--- src/rtl/instruction_execute_pkg.sv ---
// instruction_execute_pkg: opcodes, instruction field layout and FSM states shared by decoder, executor and bench
package instruction_execute_pkg;
  typedef enum logic [3:0] {
    OP_NOP  = 4'd0,
    OP_ADD  = 4'd1,
    OP_SUB  = 4'd2,
    OP_AND  = 4'd3,
    OP_OR   = 4'd4,
    OP_XOR  = 4'd5,
    OP_SHL  = 4'd6,
    OP_SHR  = 4'd7,
    OP_ADDI = 4'd8,
    OP_LI   = 4'd9,
    OP_MOV  = 4'd10
  } opcode_t;
  typedef enum logic [1:0] {IDLE, EXEC, OUT} state_t;
  typedef struct packed {
    logic [3:0]  opcode;
    logic [2:0]  rd;
    logic [2:0]  rs1;
    logic [2:0]  rs2;
    logic [2:0]  unused;
    logic [15:0] imm16;
  } instr_t;
  function automatic logic writes_rd(logic [3:0] op);
    return op >= OP_ADD && op <= OP_MOV;
  endfunction
  function automatic logic [31:0] encode(logic [3:0] op, logic [2:0] rd, logic [2:0] rs1, logic [2:0] rs2, logic [15:0] imm);
    return {op, rd, rs1, rs2, 3'b000, imm};
  endfunction
endpackage

--- src/rtl/execute_alu.sv ---
// execute_alu: combinational result of one decoded instruction, modulo 2^32
module execute_alu
  import instruction_execute_pkg::*;
(
  input  logic [3:0]  opcode,
  input  logic [31:0] a,
  input  logic [31:0] b,
  input  logic [15:0] imm16,
  output logic [31:0] result
);
  always_comb begin
    result = '0;
    case (opcode)
      OP_ADD:  result = a + b;
      OP_SUB:  result = a - b;
      OP_AND:  result = a & b;
      OP_OR:   result = a | b;
      OP_XOR:  result = a ^ b;
      OP_SHL:  result = a << b[4:0];
      OP_SHR:  result = a >> b[4:0];
      OP_ADDI: result = a + {{16{imm16[15]}}, imm16};
      OP_LI:   result = {16'h0000, imm16};
      OP_MOV:  result = a;
      default: result = '0;
    endcase
  end
endmodule

--- src/rtl/instruction_execute.sv ---
// instruction_execute: handshaked single-instruction executor with 8x32 register file
module instruction_execute
  import instruction_execute_pkg::*;
(
  input  logic        clk,
  input  logic        reset,
  input  logic        DIR,
  output logic        ack_from,
  input  logic [31:0] data_in,
  output logic        DOR,
  input  logic        ack_to,
  output logic [31:0] data_out
);
  state_t      state;
  instr_t      instr;
  logic [31:0] regs [8];
  logic [31:0] result;
  logic        unused_bits;
  assign unused_bits = ^instr.unused;
  execute_alu u_alu (
    .opcode(instr.opcode),
    .a(regs[instr.rs1]),
    .b(regs[instr.rs2]),
    .imm16(instr.imm16),
    .result(result)
  );
  // r0 is never written, so after reset it reads as zero without a read-side mux
  always_ff @(posedge clk) begin
    if (reset) begin
      state    <= IDLE;
      instr    <= '0;
      ack_from <= 1'b0;
      DOR      <= 1'b0;
      data_out <= '0;
      for (int i = 0; i < 8; i++) regs[i] <= '0;
    end else begin
      case (state)
        IDLE: if (DIR) begin
          instr    <= data_in;
          ack_from <= 1'b1;
          state    <= EXEC;
        end
        EXEC: begin
          ack_from <= 1'b0;
          data_out <= result;
          DOR      <= 1'b1;
          state    <= OUT;
          if (writes_rd(instr.opcode) && instr.rd != 3'd0) regs[instr.rd] <= result;
        end
        OUT: if (ack_to) begin
          DOR   <= 1'b0;
          state <= IDLE;
        end
        default: state <= IDLE;
      endcase
    end
  end
endmodule

--- config.mk ---
export PLATFORM = sky130hd
export DESIGN_NAME = instruction_execute
export DESIGN_NICKNAME = d
export VERILOG_FILES = /design/src/rtl/instruction_execute_pkg.sv /design/src/rtl/execute_alu.sv /design/src/rtl/instruction_execute.sv
export SDC_FILE = /design/constraint.sdc
export NUM_CORES = 1
export LEC_CHECK = 0
export CORE_ASPECT_RATIO = 2
export CORE_MARGIN = 2
export CORE_UTILIZATION = 46
export CTS_BUF_LIST = sky130_fd_sc_hd__clkbuf_8 sky130_fd_sc_hd__clkbuf_16
export CTS_CLUSTER_DIAMETER = 30
export CTS_CLUSTER_SIZE = 30
export DETAILED_ROUTE_END_ITERATION = 10
export MAX_ROUTING_LAYER = met4
export PLACE_DENSITY_LB_ADDON = 0.12
export SLEW_MARGIN = 40
export SYNTH_ARGS = -nofsm -noshare
export SYNTH_HDL_FRONTEND = slang
export SYNTH_SLANG_ARGS = --single-unit
--- constraint.sdc ---
create_clock -name clk -period 6.2 [get_ports clk]
set_input_delay 1.86 -clock clk [delete_from_list [all_inputs] [get_ports clk]]
set_output_delay 1.86 -clock clk [all_outputs]
set_load 0.01 [all_outputs]
# == Yosys cells after proc, flatten, opt, wreduce, memory -nomap -nowiden ==
# Memory sizes are Yosys's and may differ from the RTL's. A register that Yosys moved wholly into a read port is not among the register bits.
# Index checks and enable logic that the tools add are counted.
# Widths: inputs -> output; s select.
# totals
register_bits,65
mem_bits_rw,256
inputBits,36
output_inout_bits,34
elab_cells,66
mem_count,1
# memory_table
memory,words,width,rd,rd_ports_with_merged_regs,wr,line_no,source
regs,8,32,2,2,8,instruction_execute.sv:16,logic [31:0] regs [8];
# op_classes
n_addsub,3
order_cmp,2
eq_ne,14
n_shift,2
mux,21
bitwise,3
reduce_logical,11
# ops
cell,n
$pmux 32 s10,1
$add 32x32->32,2
$and 32x32->32,1
$mux 32,1
$or 32x32->32,1
$reduce_or 32->1,1
$shl 32x5->32,1
$shr 32x5->32,1
$sub 32x32->32,1
$xor 32x32->32,1
$eq 4x3->1 const B,4
$mux 3,5
$eq 4x4->1 const B,3
$mux 1,9
$eq 4x2->1 const B,2
$reduce_and 2->1,4
$pmux 2 s3,1
$eq 4x1->1 const B,1
$ge 4x1->1 const B,1
$le 4x4->1 const B,1
$mux 2,2
$ne 2x2->1 const B,2
$pmux 1 s2,2
$reduce_bool 2->1,2
other kinds (5),6

# == Logic depth before layout (Yosys ltp) ==
# logic_depth
depth_word,9
depth_mapped,25
mapped_depth_nobuf,21

# == Modules after synthesis ==
# A second synthesis with hierarchy kept.
# hier_totals
cells_unflattened,2168
hier_area_um2,23167.2
# by_module_without_submodules
module,instances,cells_per_inst,area_per_inst_um2,seq_area_each_um2
instruction_execute,1,1073,15387.3,9108.7
execute_alu,1,1095,7780.0,0.0

# == Worst setup path before layout ==
# Ideal clock, no wire load.
# synth_timing
kind,register -> register
from,register with a tool-made name
to,"memory regs[1][30], data pin"
setup_ns,0.281
arrival_time_ns,5.588
t_required_ns,5.919
path_slack_ns,0.331
path_stages_with_launch,23
path_buffers,5
synth_period_minus_slack_ns,5.869
cell_sequence,dfxtp_1 buf_6 buf_6 mux4_2 mux2i_4 buf_2 buf_2 buf_2 ha_1 nand4_1 xnor2_1 o221ai_1 ha_1 o21a_1 a21oi_1 or4_1 a21oi_1 o2111ai_1 a211oi_1 nor2_1 o2111a_1 a211oi_1 nor2_1
# synth_lines
item,line_no
"end, declared",instruction_execute.sv:16

==> metrics.txt <==
# TYPE chip_impl_metric gauge
chip_impl_info{name="tritoncts_clock_tree",value="built"} 1
chip_impl_info{name="synth_flop_cell",value="edfxtp_1"} 1
chip_impl_metric{name="vias",unit=""} 18800
chip_impl_metric{name="routed_wirelength",unit="mm"} 85.6
chip_impl_metric{name="worst_path_largest_cell_delay",unit="ps"} 600
chip_impl_metric{name="initial_antenna_violation_count",unit=""} 1
chip_impl_info{name="critical_path_start_end_classification",value="register to register"} 1
chip_impl_metric{name="required",unit="ps"} 6490
chip_impl_metric{name="yosys_warnings",unit=""} 0
chip_impl_metric{name="floorplan.initialDensity",unit="%"} 46.7
chip_impl_metric{name="post_drt_via_cell_ratio",unit=""} 6.26
chip_impl_metric{name="dr.pass1.iters",unit=""} 5
chip_impl_metric{name="synth_seq_cells",unit=""} 327
chip_impl_metric{name="internal-power",unit="mW"} 4.83
chip_impl_metric{name="first_global_vias",unit=""} 19400
chip_impl_metric{name="drc_errors_left",unit=""} 0
chip_impl_metric{name="timing.critical_path.fanout_max",unit=""} 10
chip_impl_metric{name="fp.dieH",unit="um"} 317
chip_impl_metric{name="number_of_rows_in_the_core_area",unit=""} 114
chip_impl_metric{name="die_w",unit="um"} 161
chip_impl_metric{name="first_iter_violations",unit=""} 1573
chip_impl_info{name="outcome",value="completed"} 1
chip_impl_metric{name="instances_no_fill",unit=""} 2998
chip_impl_info{name="cp-start-kind",value="register"} 1
chip_impl_metric{name="async_flop_share",unit="%"} 0
chip_impl_metric{name="dpl-instance-area",unit="mm^2"} 0.0249
chip_impl_metric{name="power_switching_share",unit="%"} 37.8
chip_impl_info{name="final_cell_mix",value="417 x nor2_1, 256 x edfxtp_1, 168 x nand2_1"} 1
chip_impl_metric{name="clock_network_power_share",unit="%"} 28.7
chip_impl_metric{name="max_freq",unit="MHz"} 167
chip_impl_metric{name="final_core_utilization",unit="%"} 54.4
chip_impl_metric{name="place.port_buffers",unit=""} 66
chip_impl_metric{name="finalPower",unit="mW"} 7.77
chip_impl_metric{name="final_setup_vio_count",unit=""} 0
chip_impl_metric{name="cts_buffer_depth",unit=""} 3
chip_impl_metric{name="finish.net_count",unit=""} 2469
chip_impl_metric{name="gp_congestion",unit=""} 1.03
chip_impl_metric{name="comb_power_share",unit="%"} 38.6
chip_impl_metric{name="pwr_density_cell",unit="mW/mm^2"} 296
chip_impl_metric{name="timing.final.hold_violations",unit=""} 0
chip_impl_metric{name="worstSkewPairLatency",unit="ps"} 560
chip_impl_info{name="rsz_0062_raised_after_global_routing",value="false"} 1
chip_impl_metric{name="syn-cell-area",unit="mm^2"} 0.0226
chip_impl_metric{name="final-max-slew-violation-count",unit=""} 0
chip_impl_metric{name="clkSlewWorstSetupHoldPaths",unit="ps"} 70
chip_impl_metric{name="critical_path_buf_inv_count",unit=""} 4
chip_impl_metric{name="final_design_area_no_fill",unit="mm^2"} 0.0263
chip_impl_metric{name="ratio_of_final_minimum_period_to_clock_period",unit="%"} 96.3
chip_impl_metric{name="cts-htree-levels",unit=""} 2
chip_impl_metric{name="power_switching",unit="mW"} 2.94
chip_impl_info{name="final_common_cell",value="nor2_1"} 1
chip_impl_info{name="path_cells",value="buf_4 > mux4_2 > mux2i_4 > nand2_1 > or4_4 > or2_2 > nor4_1 > buf_4 > xnor2_1 > o221ai_1 > ha_1 > a21oi_1 > o21bai_1 > a21o_1 > a21oi_1 > o21bai_1 > a21o_1 > a211oi_1 > xor2_1 > buf_4 > o211a_1 > buf_12 > nor2_1"} 1
chip_impl_metric{name="layout.filler_cells",unit=""} 4233
chip_impl_metric{name="synth_enable_flop_cells",unit=""} 256
chip_impl_info{name="cpLargestDelayFamily",value="compound AO/OA/AOI/OAI gates"} 1
chip_impl_metric{name="die-area",unit="mm^2"} 0.0510
chip_impl_metric{name="p_leak",unit="nW"} 9.73
chip_impl_metric{name="overflow",unit=""} 0
chip_impl_metric{name="max-cap-violations",unit=""} 0
chip_impl_metric{name="fin_setup_tns",unit="ps"} 0
chip_impl_metric{name="slew_at_the_pin_with_the_worst_max_slew_slack",unit="ps"} 873
chip_impl_info{name="hp-start",value="instr[19]"} 1
chip_impl_metric{name="power.sequential.fraction",unit="%"} 32.8
chip_impl_metric{name="netlist-cell-type-count",unit=""} 67
chip_impl_metric{name="overall_track_demand_over_capacity_in_global_routing",unit="%"} 34.8
chip_impl_metric{name="global_route_wire_length_before_repair",unit="mm"} 124
chip_impl_metric{name="syn_area_per_cell",unit="um^2"} 10.4
chip_impl_info{name="critical_path.most_common_cell",value="buf_4"} 1
chip_impl_metric{name="cts.sink_count",unit=""} 327
chip_impl_metric{name="design.portCount",unit=""} 70
chip_impl_info{name="capturing_element_type_of_the_critical_path",value="register"} 1
chip_impl_metric{name="critPathArrivalTime",unit="ps"} 6260
chip_impl_metric{name="vdd_drop_max",unit="mV"} 0.300
chip_impl_metric{name="place_inst",unit=""} 2916
chip_impl_info{name="slowest_stage",value="or4_4"} 1
chip_impl_metric{name="layout-area-overhead-vs-synth",unit="%"} 16.4
chip_impl_metric{name="core_region_area",unit="mm^2"} 0.0484
chip_impl_metric{name="routedWlPerCell",unit="um"} 28.6
chip_impl_metric{name="grt_start_max_net_pins",unit=""} 66
chip_impl_metric{name="relative_max_transition_margin",unit="%"} 41.6
chip_impl_metric{name="cts_made_buffers",unit=""} 38
chip_impl_metric{name="timing.clock.skew",unit="ps"} 21.9
chip_impl_metric{name="dp_hpwl",unit="mm"} 62.7
chip_impl_metric{name="drtAntennaViolNets",unit=""} 0
chip_impl_metric{name="postSynthCellCount",unit=""} 2181
chip_impl_metric{name="synth.yosys.seq_area_share",unit="%"} 40.3
chip_impl_info{name="hold_path_class",value="register to register"} 1
chip_impl_info{name="cts_root_buf",value="clkbuf_16"} 1
chip_impl_metric{name="timing.final.crit_period",unit="ps"} 5970
chip_impl_metric{name="final_layout_size_suffix_gt1_share",unit="%"} 19.2
sequential cells by signal (all words and copies together) (netlist names), named ones only:
name,cells
instr,29
data_out,32
state,2
regs,256
DOR,1
ack_from,1
logic make-up after synthesis:
family | after synthesis | synth area share (%)
flops | 327 | 40.3
compound gates | 441 | 13.0
other cells | 1 | 0.0166
simple gates | 719 | 13.3
fa+ha+maj | 102 | 5.69
buf+inv | 221 | 3.98
xor+xnor | 53 | 2.06
mux | 317 | 21.6
metal layers:
metal / GRT usage, % / routed length (um) / vias to the layer above
met4: 23.1 / 6450 / 0
met5: - / 0 / -
met2: 62.8 / 45500 / 724
li1: - / - / 8432
met1: 35.6 / 29400 / 9369
met3: 3.59 / 4280 / 254
power groups by stage:
stage                     logic [mW]  clock network (mW)  registers (mW)
after floorplan                 1.75                   0            2.55
after global placement          2.87                   0            2.59
after detailed placement        2.89                   0            2.59
after CTS                       2.91                2.25            2.55
after global routing            3.19                2.33            2.56
final                           3.00                2.23            2.55
layout make-up:
class / instances / area [um^2] / share of cell area [%]
Clock inverter: 30 / 305 / 1.16
Clock buffer: 38 / 951 / 3.62
Tap cell: 638 / 798 / 3.04
Inverter: 70 / 263 / 1.00
Antenna cell: 1 / 2.50 / 0.00952
Timing Repair Buffer: 230 / 2000 / 7.61
Multi-Input combinational cell: 1664 / 12800 / 48.9
Sequential cell: 327 / 9130 / 34.7
synthesized netlist by cell type, types with 63 or more instances:
| library cell | count | area [um^2] |
|---|---|---|
| dfxtp_1 | 71 | 1420 |
| mux2i_1 | 142 | 1420 |
| inv_1 | 63 | 236 |
| o21ai_0 | 78 | 390 |
| nand2_1 | 169 | 634 |
| a211oi_1 | 67 | 503 |
| nor2_1 | 420 | 1580 |
| ha_1 | 101 | 1260 |
| edfxtp_1 | 256 | 7690 |
| a21oi_1 | 121 | 606 |
| clkbuf_1 | 106 | 398 |
| mux4_2 | 128 | 2880 |
per-stage QoR:
stage,setup slack [ps],hold WS (ps)
after global placement,136,439
after floorplan,331,436
after CTS,51.1,449
final,229,449
after detailed placement,122,440
after global routing,3.29,480
repair_timing:
action / in CTS / in global routing
endpoints found under the setup margin: 0 / 71
buffers inserted: 0 / 11
resized for setup: 0 / 10
hold buffers: 0 / 0
worst paths after layout:
path,end,slack (ps),cells after the start
max,regs[6][29],230,23
min reg2reg,register,450,2
max reg2reg,regs[6][29],230,23
min,register,450,2
worst min-delay path: stages (launching register included):
cell and delay, ps:
dfxtp_1 290, nand2_1 50, a21oi_1 70
Note: power is estimated with default switching activity, not from simulation.
